File: config.mk
export PLATFORM = sky130hd
export DESIGN_NAME = ddr_init_sequencer
export DESIGN_NICKNAME = d
export VERILOG_FILES = /design/src/rtl/ddr_package.sv /design/src/rtl/ddr_delay_cnt.sv /design/src/rtl/ddr_init_sequencer.sv
export SDC_FILE = /design/constraint.sdc
export NUM_CORES = 1
export LEC_CHECK = 0
export ABC_CLOCK_PERIOD_IN_PS = 2900
export BUFFER_PORTS_ARGS = -buffer_cell sky130_fd_sc_hd__buf_4
export CAP_MARGIN = 20
export CORE_UTILIZATION = 31
export DETAILED_ROUTE_END_ITERATION = 10
export PLACE_DENSITY = 0.62
export SLEW_MARGIN = 20
export SYNTH_ARGS = -nofsm -noshare
export SYNTH_HDL_FRONTEND = slang
export SYNTH_SLANG_ARGS = --single-unit
export TNS_END_PERCENT = 20
File: constraint.sdc
create_clock -name clock -period 2.9 [get_ports clock]
set_clock_uncertainty 0.2 [all_clocks]
set_input_delay 0.29 -clock clock [delete_from_list [all_inputs] [get_ports clock]]
set_output_delay 0.29 -clock clock [all_outputs]
set_load 0.05 [all_outputs]
File: src/rtl/ddr_package.sv
// Shared types and helpers for the DDR4 initialization sequencer.
//   cmd_t        : command encoding on cmd_type (NOP/MRS/ZQCL)
//   init_state_t : sequencer FSM states, exported on init_state for debug
//   MR_ORDER     : mode-register programming order (MR3,MR6,MR5,MR4,MR2,MR1,MR0)
//   cl_code      : CAS latency -> 4-bit MR0 CL code (CL9=0000 .. CL16=0111)
//   cwl_code     : CAS write latency -> 3-bit MR2 CWL code (CWL9=000 ..)
package ddr_package;

  typedef enum logic [1:0] {
    CMD_NOP  = 2'd0,
    CMD_MRS  = 2'd1,
    CMD_ZQCL = 2'd2
  } cmd_t;

  typedef enum logic [2:0] {
    ST_HOLD      = 3'd0,
    ST_CKE_WAIT  = 3'd1,
    ST_MRS_ISSUE = 3'd2,
    ST_MRS_GAP   = 3'd3,
    ST_ZQ_ISSUE  = 3'd4,
    ST_ZQ_WAIT   = 3'd5,
    ST_DONE      = 3'd6
  } init_state_t;

  localparam int NUM_MRS = 7;
  localparam logic [2:0] LAST_MR_IDX = 3'd6;

  localparam logic [2:0] MR_ORDER [NUM_MRS] = '{3'd3, 3'd6, 3'd5, 3'd4, 3'd2, 3'd1, 3'd0};

  function automatic logic [3:0] cl_code(input int cl);
    return 4'(cl - 9);
  endfunction

  function automatic logic [2:0] cwl_code(input int cwl);
    return 3'(cwl - 9);
  endfunction

  function automatic int max_int(input int a, input int b);
    return (a > b) ? a : b;
  endfunction

endpackage

File: src/rtl/ddr_delay_cnt.sv
// Loadable down-counter shared by every wait in the init sequencer.
//   clk_i      in  1  clock
//   rst_i      in  1  asynchronous active-high reset (count -> 0)
//   load_i     in  1  load load_val_i this cycle (has priority over counting)
//   load_val_i in  W  value to load
//   done_o     out 1  count is 1: the current cycle is the last one of the wait
//   idle_o     out 1  count is 0: nothing has been loaded yet / wait expired
// Loading N at the edge that enters a wait state makes done_o assert on the
// N-th edge spent in that state, so the state can leave exactly on time.
module ddr_delay_cnt #(
  parameter int W = 8
) (
  input  logic         clk_i,
  input  logic         rst_i,
  input  logic         load_i,
  input  logic [W-1:0] load_val_i,
  output logic         done_o,
  output logic         idle_o
);

  logic [W-1:0] cnt_q;
  logic [W-1:0] cnt_d;

  always_comb begin
    cnt_d = cnt_q;
    if (load_i) begin
      cnt_d = load_val_i;
    end else if (cnt_q != '0) begin
      cnt_d = cnt_q - W'(1);
    end
  end

  always_ff @(posedge clk_i or posedge rst_i) begin
    if (rst_i) begin
      cnt_q <= '0;
    end else begin
      cnt_q <= cnt_d;
    end
  end

  assign done_o = (cnt_q == W'(1));
  assign idle_o = (cnt_q == '0);

endmodule

File: src/rtl/ddr_init_sequencer.sv
// DDR4 power-up / initialization sequencer.
// After reset: CKE low for RESET_HOLD cycles, CKE high, wait tXPR, program
// MR3,MR6,MR5,MR4,MR2,MR1,MR0 (tMRD apart, tMOD after MR0), issue ZQCL,
// wait tZQINIT, then hold init_done high until the next reset.
// Ports:
//   clock      in  1   controller clock
//   reset      in  1   asynchronous active-high reset
//   cmd_ready  in  1   downstream accepts the presented command this cycle
//   cke        out 1   DRAM clock enable
//   cmd_valid  out 1   command presented
//   cmd_type   out 2   cmd_t (NOP/MRS/ZQCL)
//   cmd_bank   out 3   MR number for MRS, 0 for ZQCL
//   cmd_addr   out 18  MR payload for MRS, A10=1 for ZQCL
//   init_done  out 1   sticky initialization-complete flag
//   init_state out 3   current FSM state (debug)
// Handshake: a command transfers on a rising edge where cmd_valid and
// cmd_ready are both high; cmd_valid and all fields stay constant until that
// edge, and cmd_ready is ignored while cmd_valid is low.
module ddr_init_sequencer
  import ddr_package::*;
#(
  parameter int         tCAS_W       = 10,
  parameter int         tCAS_R       = 13,
  parameter logic [1:0] BURST_LENGTH = 2'b01,
  parameter logic [1:0] AL_DLY       = 2'b00,
  parameter int         RESET_HOLD   = 20,
  parameter int         tXPR         = 10,
  parameter int         tMRD         = 8,
  parameter int         tMOD         = 24,
  parameter int         tZQINIT      = 64
) (
  input  logic        clock,
  input  logic        reset,
  input  logic        cmd_ready,
  output logic        cke,
  output logic        cmd_valid,
  output logic [1:0]  cmd_type,
  output logic [2:0]  cmd_bank,
  output logic [17:0] cmd_addr,
  output logic        init_done,
  output logic [2:0]  init_state
);

  localparam int CNT_MAX = max_int(max_int(max_int(RESET_HOLD, tXPR), max_int(tMRD, tMOD)), tZQINIT);
  localparam int CNT_W   = $clog2(CNT_MAX) + 1;

  if (tCAS_W < 9 || tCAS_W > 12) begin : g_bad_cwl
    $error("ddr_init_sequencer: tCAS_W must be 9..12");
  end
  if (tCAS_R < 9 || tCAS_R > 16) begin : g_bad_cl
    $error("ddr_init_sequencer: tCAS_R must be 9..16");
  end
  // Waits load (N-1) after the entering edge, so every delay must be >= 2
  // (tXPR is loaded as-is and only needs >= 1).
  if (RESET_HOLD < 2 || tXPR < 1 || tMRD < 2 || tMOD < 2 || tZQINIT < 2) begin : g_bad_dly
    $error("ddr_init_sequencer: delay parameters out of range");
  end

  init_state_t      state_q, state_d;
  logic [2:0]       mr_idx_q, mr_idx_d;
  logic             mrs_done_q, mrs_done_d;   // MR0 has been transferred
  logic             cnt_load;
  logic [CNT_W-1:0] cnt_load_val;
  logic             cnt_done;
  logic             cnt_idle;
  logic [2:0]       mr_num;
  logic [17:0]      mr_payload;

  ddr_delay_cnt #(.W(CNT_W)) u_delay_cnt (
    .clk_i      (clock),
    .rst_i      (reset),
    .load_i     (cnt_load),
    .load_val_i (cnt_load_val),
    .done_o     (cnt_done),
    .idle_o     (cnt_idle)
  );

  always_comb begin
    state_d      = state_q;
    mr_idx_d     = mr_idx_q;
    mrs_done_d   = mrs_done_q;
    cnt_load     = 1'b0;
    cnt_load_val = '0;
    case (state_q)
      ST_HOLD: begin
        // The counter is 0 only on the very first cycle after reset; that
        // cycle is the first of the hold, so load RESET_HOLD-1 for the rest.
        if (cnt_idle) begin
          cnt_load     = 1'b1;
          cnt_load_val = CNT_W'(RESET_HOLD - 1);
        end else if (cnt_done) begin
          state_d      = ST_CKE_WAIT;
          cnt_load     = 1'b1;
          cnt_load_val = CNT_W'(tXPR);
        end
      end
      ST_CKE_WAIT: begin
        if (cnt_done) state_d = ST_MRS_ISSUE;
      end
      ST_MRS_ISSUE: begin
        if (cmd_ready) begin
          state_d  = ST_MRS_GAP;
          cnt_load = 1'b1;
          if (mr_idx_q == LAST_MR_IDX) begin
            mrs_done_d   = 1'b1;
            cnt_load_val = CNT_W'(tMOD - 1);
          end else begin
            mr_idx_d     = mr_idx_q + 3'd1;
            cnt_load_val = CNT_W'(tMRD - 1);
          end
        end
      end
      ST_MRS_GAP: begin
        if (cnt_done) state_d = mrs_done_q ? ST_ZQ_ISSUE : ST_MRS_ISSUE;
      end
      ST_ZQ_ISSUE: begin
        if (cmd_ready) begin
          state_d      = ST_ZQ_WAIT;
          cnt_load     = 1'b1;
          cnt_load_val = CNT_W'(tZQINIT - 1);
        end
      end
      ST_ZQ_WAIT: begin
        if (cnt_done) state_d = ST_DONE;
      end
      ST_DONE: begin
        state_d = ST_DONE;
      end
      default: begin
        state_d = ST_HOLD;
      end
    endcase
  end

  always_ff @(posedge clock or posedge reset) begin
    if (reset) begin
      state_q    <= ST_HOLD;
      mr_idx_q   <= 3'd0;
      mrs_done_q <= 1'b0;
    end else begin
      state_q    <= state_d;
      mr_idx_q   <= mr_idx_d;
      mrs_done_q <= mrs_done_d;
    end
  end

  // Mode-register payloads; bits not listed stay zero.
  assign mr_num = MR_ORDER[mr_idx_q];

  always_comb begin
    mr_payload = '0;
    case (mr_num)
      3'd0: begin
        mr_payload[1:0] = (BURST_LENGTH == 2'b10) ? 2'b10 : 2'b00;
        mr_payload[6]   = cl_code(tCAS_R)[3];
        mr_payload[5]   = cl_code(tCAS_R)[2];
        mr_payload[4]   = cl_code(tCAS_R)[1];
        mr_payload[2]   = cl_code(tCAS_R)[0];
      end
      3'd1: begin
        mr_payload[0]   = 1'b1;
        mr_payload[4:3] = AL_DLY;
      end
      3'd2: begin
        mr_payload[5:3] = cwl_code(tCAS_W);
      end
      default: begin
        mr_payload = '0;
      end
    endcase
  end

  // Outputs decode straight from registered state, so reset forces them
  // to their idle values without waiting for a clock edge.
  always_comb begin
    cke       = (state_q != ST_HOLD);
    cmd_valid = 1'b0;
    cmd_type  = CMD_NOP;
    cmd_bank  = 3'd0;
    cmd_addr  = 18'd0;
    init_done = (state_q == ST_DONE);
    case (state_q)
      ST_MRS_ISSUE: begin
        cmd_valid = 1'b1;
        cmd_type  = CMD_MRS;
        cmd_bank  = mr_num;
        cmd_addr  = mr_payload;
      end
      ST_ZQ_ISSUE: begin
        cmd_valid    = 1'b1;
        cmd_type     = CMD_ZQCL;
        cmd_addr[10] = 1'b1;
      end
      default: begin
        cmd_valid = 1'b0;
      end
    endcase
  end

  assign init_state = state_q;

endmodule

After elaboration in Yosys (flattened, before gate mapping) --
Memory sizes are Yosys's and may differ from the RTL's. Index checks and enable logic that the tools add are counted.
Storage, ports and cells: bits in registers 14, memory bits (read-only) 24, bits of input ports 3, output and inout port bits 29, logic and storage cells 68, memories 1
Memories:
- (name not given) | depth 8, width 3, rd ports 1, clocked after Yosys merged registers in 0, write ports 0, RTL line ddr_init_sequencer.sv:148 | assign mr_num = MR_ORDER[mr_idx_q];
Operators by class: add/sub/neg operators 2, $lt $le $gt $ge 1, eq/ne operators 17, muxes and demuxes 31, bitwise operators 2, reductions and logical operators 10
Operators by type and width (number):
- $mux W3 | 11
- $pmux W3 S7 | 1
- $pmux W6 S3 | 1
- $mux W5 | 3
- $mux W7 | 2
- $ne A2 B2 Y1 const B | 7
- $eq A3 B3 Y1 const B | 4
- $mux W6 | 2
- $eq A3 B2 Y1 const B | 3
- $mux W1 | 8
- $eq A7 B1 Y1 const B | 1
- $logic_not A7 Y1 | 1
- $reduce_and A7 Y1 | 1
- $reduce_bool A7 Y1 | 1
- $sub A7 B1 Y7 const B | 1
- $eq A3 B1 Y1 const B | 2
- $logic_not A3 Y1 | 2
- $reduce_and A3 Y1 | 2
- $ge A4 B4 Y1 const B | 1
- $mux W4 | 1
- $not A3 Y4 | 1
- $pmux W2 S2 | 1
- $add A3 B1 Y3 const B | 1
- $reduce_bool A3 Y1 | 1
- 4 further kinds | 4

Logic depth before layout (Yosys ltp) --
Gate-level depths: netlist (run 1).
word-level depth 7, depth in mapped cells 6, depth with buffers taken out 6

Modules after synthesis --
Synthesis (run 1) repeated with hierarchy kept, for this count alone.
Unflattened totals: cells, all modules 148, area total of the unflattened synthesis 1248.7 um^2
Modules (own cells, without submodules):
- ddr_init_sequencer | instances 1, cells each 97, area each 779.5 um^2, sequential area each 175.2 um^2
- ddr_delay_cnt | instances 1, cells each 51, area each 469.2 um^2, sequential area each 175.2 um^2

Worst setup path after synthesis (run 1) --
No wires, ideal clock.
path kind register -> output, from register state_q[1] (netlist: init_state[1]), to output port cmd_addr[3], arrival time 2.264 ns, required time 2.410 ns, setup slack 0.146 ns, stages on the path, launching flop included 5, path buffers 1, cell sequence dfrtp_1 > buf_4 > nor2b_1 > nand2_1 > nor3_1
On the way: longest elaborated chain between the ends 2
Ends and longest elaborated chain:
- from (decl) | RTL line ddr_init_sequencer.sv:59 | init_state_t state_q, state_d;
- from (signal assigned) | RTL line ddr_init_sequencer.sv:141 | state_q <= state_d;
- $eq A3 B2 Y1 | RTL line ddr_init_sequencer.sv:182 | case (state_q)
- $mux W6 | RTL line ddr_init_sequencer.sv:182
- to (decl) | RTL line ddr_init_sequencer.sv:39 | output logic [17:0] cmd_addr,
No other way between the ends.

Final worst setup path (run 1) --
from register state_q[1] (netlist: init_state[1]), to output port cmd_bank[0]
On the way: longest elaborated chain between the ends 2
Ends and longest elaborated chain:
- $eq A3 B2 Y1 | RTL line ddr_init_sequencer.sv:182
- $mux W3 | RTL line ddr_init_sequencer.sv:182
- to (decl) | RTL line ddr_init_sequencer.sv:38 | output logic [2:0] cmd_bank,
No other way between the ends.

==> flow_metrics.tcl, run 1 <==
set metrics [dict create \
    floorplan.die.width_um 61.5 \
    synth_cell_types 44 \
    cp-end-kind "output port" \
    highest_attainable_clock_frequency_mhz 444 \
    htree_levels 1 \
    cts_made_buffers 3 \
    number_of_flip_flops_and_latches_in_the_synthesized_netlist 14 \
    grtUsageTotal_pct 13.3 \
    drv_cap 0 \
    worstPathRequired_ps 2410 \
    area_growth_syn_to_layout_pct 12.7 \
    timing.setup.tns_ps 0 \
    initial_antenna_violation_count 0 \
    count_of_buffers_inserted_at_the_top_level_ports 17 \
    setup_viol_count_final 0 \
    grt_pass1_wl_um 3720 \
    min_path_type "input pin to flip-flop" \
    worst_setup_path_start_kind "flip-flop" \
    power.share.clock_pct 10.8 \
    clockRootBuffer "sky130_fd_sc_hd__clkbuf_4" \
    synth_edf_count 0 \
    overall_power_consumption_uw 1340 \
    initial_utilization_pct 32.6 \
    fp.coreArea_um2 3360 \
    outcome "complete, no violations" \
    nNetsFinal 149 \
    synth.area.top_cells "sky130_fd_sc_hd__dfrtp_1, sky130_fd_sc_hd__buf_4, sky130_fd_sc_hd__ha_1" \
    vias_per_cell 4.75 \
    total_leakage_power_uw 0.000575 \
    detailed_placement_wirelength_estimate_um 1640 \
    comb_power_share_pct 59.6 \
    cellInternalPower_uw 644 \
    yosysWarningCount 0 \
    worst-endpoint-arrival_ps 1760 \
    final_replace_weighted_congestion 0.774 \
    ctsLongestPathBuffers 2 \
    first_global_vias 869 \
    yosys.area.top_type "sky130_fd_sc_hd__dfrtp_1" \
    share_of_final_layout_standard_cells_stronger_than_drive_strength_1_pct 21.6 \
    gr-total-overflow 0 \
    final_design_area_no_fill_um2 1230 \
    avg_cell_area_syn_um2 8.84 \
    asyncSetResetFlopFracSynth_pct 100 \
    die_footprint_um2 3780 \
    clock_tree_from_tritoncts "yes" \
    boundaryPins 32 \
    min_period_over_period_pct 77.8 \
    highest_delay_cell_along_the_critical_path "sky130_fd_sc_hd__dfrtp_1" \
    worst-setup-path-type "flip-flop to output port" \
    fin_worst_hold_slack_ps 149 \
    n_antenna_cell 0 \
    switchingPower_uw 692 \
    max_slew_margin_vs_limit_pct 59.5 \
    totalWireLength_um 2160 \
    clock_sink_count 14 \
    insertion_delay_ps 290 \
    grt_setup_unrepaired "no" \
    postSynth.topFlopCell "sky130_fd_sc_hd__dfrtp_1" \
    largest_net_degree_at_the_start_of_global_routing 15 \
    die-height_um 61.5 \
    count_of_final_max_slew_check_failures 0 \
    timing_hold_violations_final 0 \
    syn_inst 124 \
    cts.reportedPaths.clkPinSlew_ps 90 \
    detail-route-antenna-nets 0 \
    row_count 21 \
    num_vias 878 \
    vdd_ir_drop_max_mv 0.538 \
    postCtsSetupRepairBufs 0 \
    slew_at_the_pin_closest_to_its_max_slew_limit_ps 602 \
    crit_chain "nor2b_1 > nand2_1 > inv_2 > o311a_1 > buf_4" \
    syn-cell-area_um2 1100 \
    fillerInstances 379 \
    share_of_the_synthesized_area_in_the_top_cell_type_pct 32.0 \
    wire_per_inst_um 11.7 \
    time_the_worst_path_needs_with_i_o_delays_and_setup_ps 2250 \
    synth_sequential_area_ratio_pct 32.0 \
    slowest_delay_ps 550 \
    power-per-cell-area_nw_per_um2 1080 \
    sequential_group_share_of_total_power_pct 29.6 \
    post-route-drc-count 0 \
    cp_max_fo 11 \
    power.share.switching_pct 51.8 \
    placement.cell_area_um2 1190 \
    initialDrtViolationCount 33 \
    detailedRoute.firstPassIterationCount 4 \
]
==> kinds of logic (layout without fill, tap and decap cells) <==
group,count (synthesis),after routing,share of synthesized area [%]
buffers and inverters,30,32,16.3
other,1,14,0.342
adders and majority gates,6,6,6.85
and+or+nand+nor,36,36,19.0
AOI/OAI and AO/OA,32,32,21.3
DFF,14,14,32.0
muxes,1,1,1.03
xor gates and xnor gates,4,4,3.20
==> repair_timing <==
| item | 4_1_cts | 5_1_grt |
|---|---|---|
| resized for setup | 0 | 0 |
| endpoints found under the hold margin | 14 | 0 |
| hold buffers | 1 | 0 |
==> routing by layer <==
metal / vias up / GRT usage, % / part of all wire, %
li1: 439 / - / -
met1: 421 / 14.7 / 45
met2: 16 / 24.7 / 50
met3: 2 / 4.41 / 4.9
met4: 0 / 2.86 / 0.51
met5: - / 0 / 0
==> cells in the mapped netlist, types with 2 or more instances <==
cell and count:
sky130_fd_sc_hd__buf_4 15, sky130_fd_sc_hd__a31oi_1 2, sky130_fd_sc_hd__dfrtp_1 14, sky130_fd_sc_hd__buf_2 2, sky130_fd_sc_hd__nand3b_1 2, sky130_fd_sc_hd__nand2_1 7
sky130_fd_sc_hd__nor2_1 8, sky130_fd_sc_hd__o21ai_0 4, sky130_fd_sc_hd__a31o_2 2, sky130_fd_sc_hd__ha_1 6, sky130_fd_sc_hd__nand2b_1 5, sky130_fd_sc_hd__a21oi_1 9
sky130_fd_sc_hd__clkbuf_1 2, sky130_fd_sc_hd__xnor2_1 3, sky130_fd_sc_hd__nor3_1 5, sky130_fd_sc_hd__inv_1 9, sky130_fd_sc_hd__o21ai_1 2
==> critical path: cells and delay by family (launching register included) <==
family / cells / cell delay (ps)
buffers and inverters: 2 / 340
flip-flops: 1 / 550
AND/OR/NAND/NOR: 2 / 420
AO/OA/AOI/OAI: 1 / 170
==> path summary, 6_finish.rpt <==
| path | slack, ps | end | startpoint | depth (start not counted) |
|---|---|---|---|---|
| hold reg to reg | 310 | u_delay_cnt.cnt_q[6] | u_delay_cnt.cnt_q[6] | 2 |
| setup reg to reg | 960 | u_delay_cnt.cnt_q[4] | init_state[1] | 4 |
| hold / removal | 150 | mrs_done_q | cmd_ready | 2 |
| min in group asynchronous | 410 | u_delay_cnt.cnt_q[4] | reset | 3 |
| setup / recovery | 650 | cmd_bank[0] | init_state[1] | 5 |
| max in group asynchronous | 1700 | init_state[0] | reset | 3 |
==> area by class of cell <==
class                   instances  area (um^2)  share of cell area (%)
multi-input cells              93          616                    49.8
flip-flops and latches         14          350                    28.4
repair buffers                 18          138                    11.1
well taps                      46         57.6                    4.66
inverters                      10         37.5                    3.04
clock buffers                   4         36.3                    2.94
==> cells in the final DEF (no fill, tap or decap), drive strengths merged, types with 2 or more instances in the layout <==
master,count
nand2,7
dfrtp,14
nor2,8
nand3b,2
a31oi,2
nand2b,5
clkbuf,4
a21oi,9
nor3,5
xnor2,3
inv,10
conb,14
buf,17
a31o,2
and3,2
o21ai,6
ha,6
==> sequential cells by signal, summed over array words and instances (netlist names) <==
name / count
init_state: 3
mr_idx_q: 3
mrs_done_q: 1
u_delay_cnt.cnt_q: 7
==> metrics by stage <==
stage	util, %	setup WS (ps)	std cells
5_1_grt	36.7	518	185
6_report	36.7	645	185
2_1_floorplan	-	146	137
3_3_place_gp	35.3	994	180
3_5_place_dp	35.3	986	180
4_1_cts	36.7	637	185
==> power groups by stage <==
stage               clock (uW)  combinational, uW  sequential, uW
global route               158                880             413
finish                     145                796             395
detailed placement           0                794             401
floorplan                    0                667             391
global placement             0                780             398
CTS                        151                800             397
No activity file was read; power rests on OpenSTA's default activity.
==> run 2: changes to the inputs <==
Settings changed: ABC_CLOCK_PERIOD_IN_PS 2900 to 1850, PLACE_DENSITY 0.62 to 0.64.
Clock period 2.9 ns to 1.85 ns, I/O delays scaled along.
==> flow_metrics.tcl, run 2 (synthesis results as in run 1) <==
set metrics [dict create \
    crit_chain "inv_2 > ha_4 > o311a_4 > buf_6" \
    cp-end-kind "output port" \
    fin_worst_hold_slack_ps 68.8 \
    worst-setup-path-type "flip-flop to output port" \
    grtUsageTotal_pct 16.7 \
    first_global_vias 994 \
    die-height_um 61.5 \
    highest_attainable_clock_frequency_mhz 536 \
    share_of_final_layout_standard_cells_stronger_than_drive_strength_1_pct 47.8 \
    vias_per_cell 4.96 \
    vdd_ir_drop_max_mv 1.09 \
    power-per-cell-area_nw_per_um2 1680 \
    totalWireLength_um 2850 \
    initial_antenna_violation_count 0 \
    floorplan.die.width_um 61.5 \
    clock_sink_count 14 \
    wire_per_inst_um 13.9 \
    nNetsFinal 169 \
    highest_delay_cell_along_the_critical_path "sky130_fd_sc_hd__dfrtp_1" \
    drv_cap 0 \
    top_register "u_delay_cnt.cnt_q" \
    place_inst 187 \
    detailedRoute.firstPassIterationCount 4 \
    grt_pass1_wl_um 4550 \
    initialDrtViolationCount 46 \
    worst-endpoint-arrival_ps 1480 \
    path_delay_family "flip-flops" \
    sequential_group_share_of_total_power_pct 21.9 \
    wp_buf_inv 2 \
    dp_slack_ps 45.4 \
    timing.final.ws_setup_ps -16.4 \
    cellInternalPower_uw 1310 \
    boundaryPins 32 \
    area_growth_syn_to_layout_pct 43.9 \
    final_core_utilization_pct 46.9 \
    gr-total-overflow 0 \
    outcome "complete, but fails checks" \
    die_footprint_um2 3780 \
    count_of_buffers_inserted_at_the_top_level_ports 17 \
    min_path_type "input pin to flip-flop" \
    setup_viol_count_final 4 \
    cp_max_fo 5 \
    violations "negative setup slack" \
    ctsLongestPathBuffers 2 \
    detail-route-antenna-nets 0 \
    cts.reportedPaths.clkPinSlew_ps 90 \
    power.share.switching_pct 50.6 \
    num_vias 1017 \
    clockRootBuffer "sky130_fd_sc_hd__clkbuf_4" \
    placement.cell_area_um2 1310 \
    row_count 21 \
    count_of_final_max_slew_check_failures 0 \
    insertion_delay_ps 290 \
    slowest_delay_ps 410 \
    layout_commonest_cell "sky130_fd_sc_hd__buf_4" \
    min_period_over_period_pct 101 \
    post-route-drc-count 0 \
    timing_hold_violations_final 0 \
    slew_at_the_pin_closest_to_its_max_slew_limit_ps 572 \
    n_antenna_cell 0 \
    comb_power_share_pct 71.0 \
    max_slew_margin_vs_limit_pct 61.8 \
    switchingPower_uw 1340 \
    cts_made_buffers 3 \
    initial_utilization_pct 32.6 \
    clock_tree_from_tritoncts "yes" \
    post_layout_instance_count_excluding_filler_cells 205 \
    largest_net_degree_at_the_start_of_global_routing 15 \
    detailed_placement_wirelength_estimate_um 1810 \
    worst_setup_path_start_kind "flip-flop" \
    htree_levels 1 \
    max_reg_flops 7 \
    time_the_worst_path_needs_with_i_o_delays_and_setup_ps 1870 \
    final_design_area_no_fill_um2 1580 \
    worstPathRequired_ps 1460 \
    fp.coreArea_um2 3360 \
    final_replace_weighted_congestion 0.773 \
    total_leakage_power_uw 0.000702 \
    grt_setup_unrepaired "yes" \
    most_frequent_cells_in_the_layout "sky130_fd_sc_hd__buf_4, sky130_fd_sc_hd__conb_1, sky130_fd_sc_hd__buf_6, sky130_fd_sc_hd__dfrtp_1, sky130_fd_sc_hd__inv_1" \
    power.share.clock_pct 7.1 \
]
run 2: cell count changes in the layout (fill, tap and decap cells not counted), moves of 3 or more:
cell | previous run | this run
sky130_fd_sc_hd__nand2b_1 | 5 | 2
sky130_fd_sc_hd__nor3_1 | 5 | 1
sky130_fd_sc_hd__dfrtp_2 | 0 | 4
sky130_fd_sc_hd__dfrtp_1 | 14 | 10
sky130_fd_sc_hd__nor3_4 | 0 | 4
sky130_fd_sc_hd__a21oi_2 | 0 | 3
sky130_fd_sc_hd__buf_4 | 17 | 26
sky130_fd_sc_hd__nand2b_4 | 0 | 3
sky130_fd_sc_hd__a21oi_1 | 9 | 6
sky130_fd_sc_hd__ha_1 | 6 | 2
sky130_fd_sc_hd__nor2_1 | 8 | 5
sky130_fd_sc_hd__buf_6 | 0 | 11
run 2: per-layer routing:
layer | wire length, um | vias to the layer above | global-route usage [%]
li1 | - | 479 | -
met1 | 1090 | 490 | 18.7
met2 | 1600 | 46 | 31.4
met3 | 138 | 2 | 3.78
met4 | 19 | 0 | 4.76
met5 | 0 | - | 0
run 2: layout make-up:
cell class | count | area (um^2)
timing repair buffer | 38 | 329
fill | 332 | 1790
inverter | 10 | 40.0
tap | 46 | 57.6
sequential | 14 | 355
clock buffer | 4 | 26.3
multi-input combinational | 93 | 769
run 2: power groups by stage:
stage / Clock, uW / Sequential, uW / Combinational (uW)
floorplan: 0 / 617 / 1150
global placement: 0 / 615 / 1420
detailed placement: 0 / 626 / 1450
CTS: 192 / 575 / 1780
global route: 208 / 594 / 2020
finish: 188 / 580 / 1880
run 2: worst reg2reg max path: cells and delay by family, from the launching register on:
kind                   cells  cell delay, ps
AO/OA/AOI/OAI              3             630
buffers and inverters      2             310
flip-flops                 1             370
AND/OR/NAND/NOR            1             150
run 2: final timing paths:
check                           slack (ps)  cells past startpoint            startpoint                   end
worst min register to register         310                      2  u_delay_cnt.cnt_q[6]  u_delay_cnt.cnt_q[6]
worst max register to register          80                      6         init_state[0]  u_delay_cnt.cnt_q[1]
min in group asynchronous              300                      3                 reset           mr_idx_q[1]
max in group asynchronous              740                      3                 reset           mr_idx_q[2]
worst min-delay path                    70                      2             cmd_ready            mrs_done_q
worst max-delay path                   -20                      4           mr_idx_q[0]           cmd_bank[0]
run 2: metrics by stage:
stage / power (uW) / TNS (ps)
finish: 2650 / -37.4
global route: 2820 / -498
CTS: 2550 / -66.1
detailed placement: 2080 / 0
global placement: 2030 / 0
floorplan: 1770 / -683
run 2: what timing repair did:
item,4_1_cts,5_1_grt
pin swaps,2,6
setup endpoints to repair,7,14
buffers inserted,11,2
hold endpoints to repair,14,0
hold buffers,1,0
resized for setup,22,13
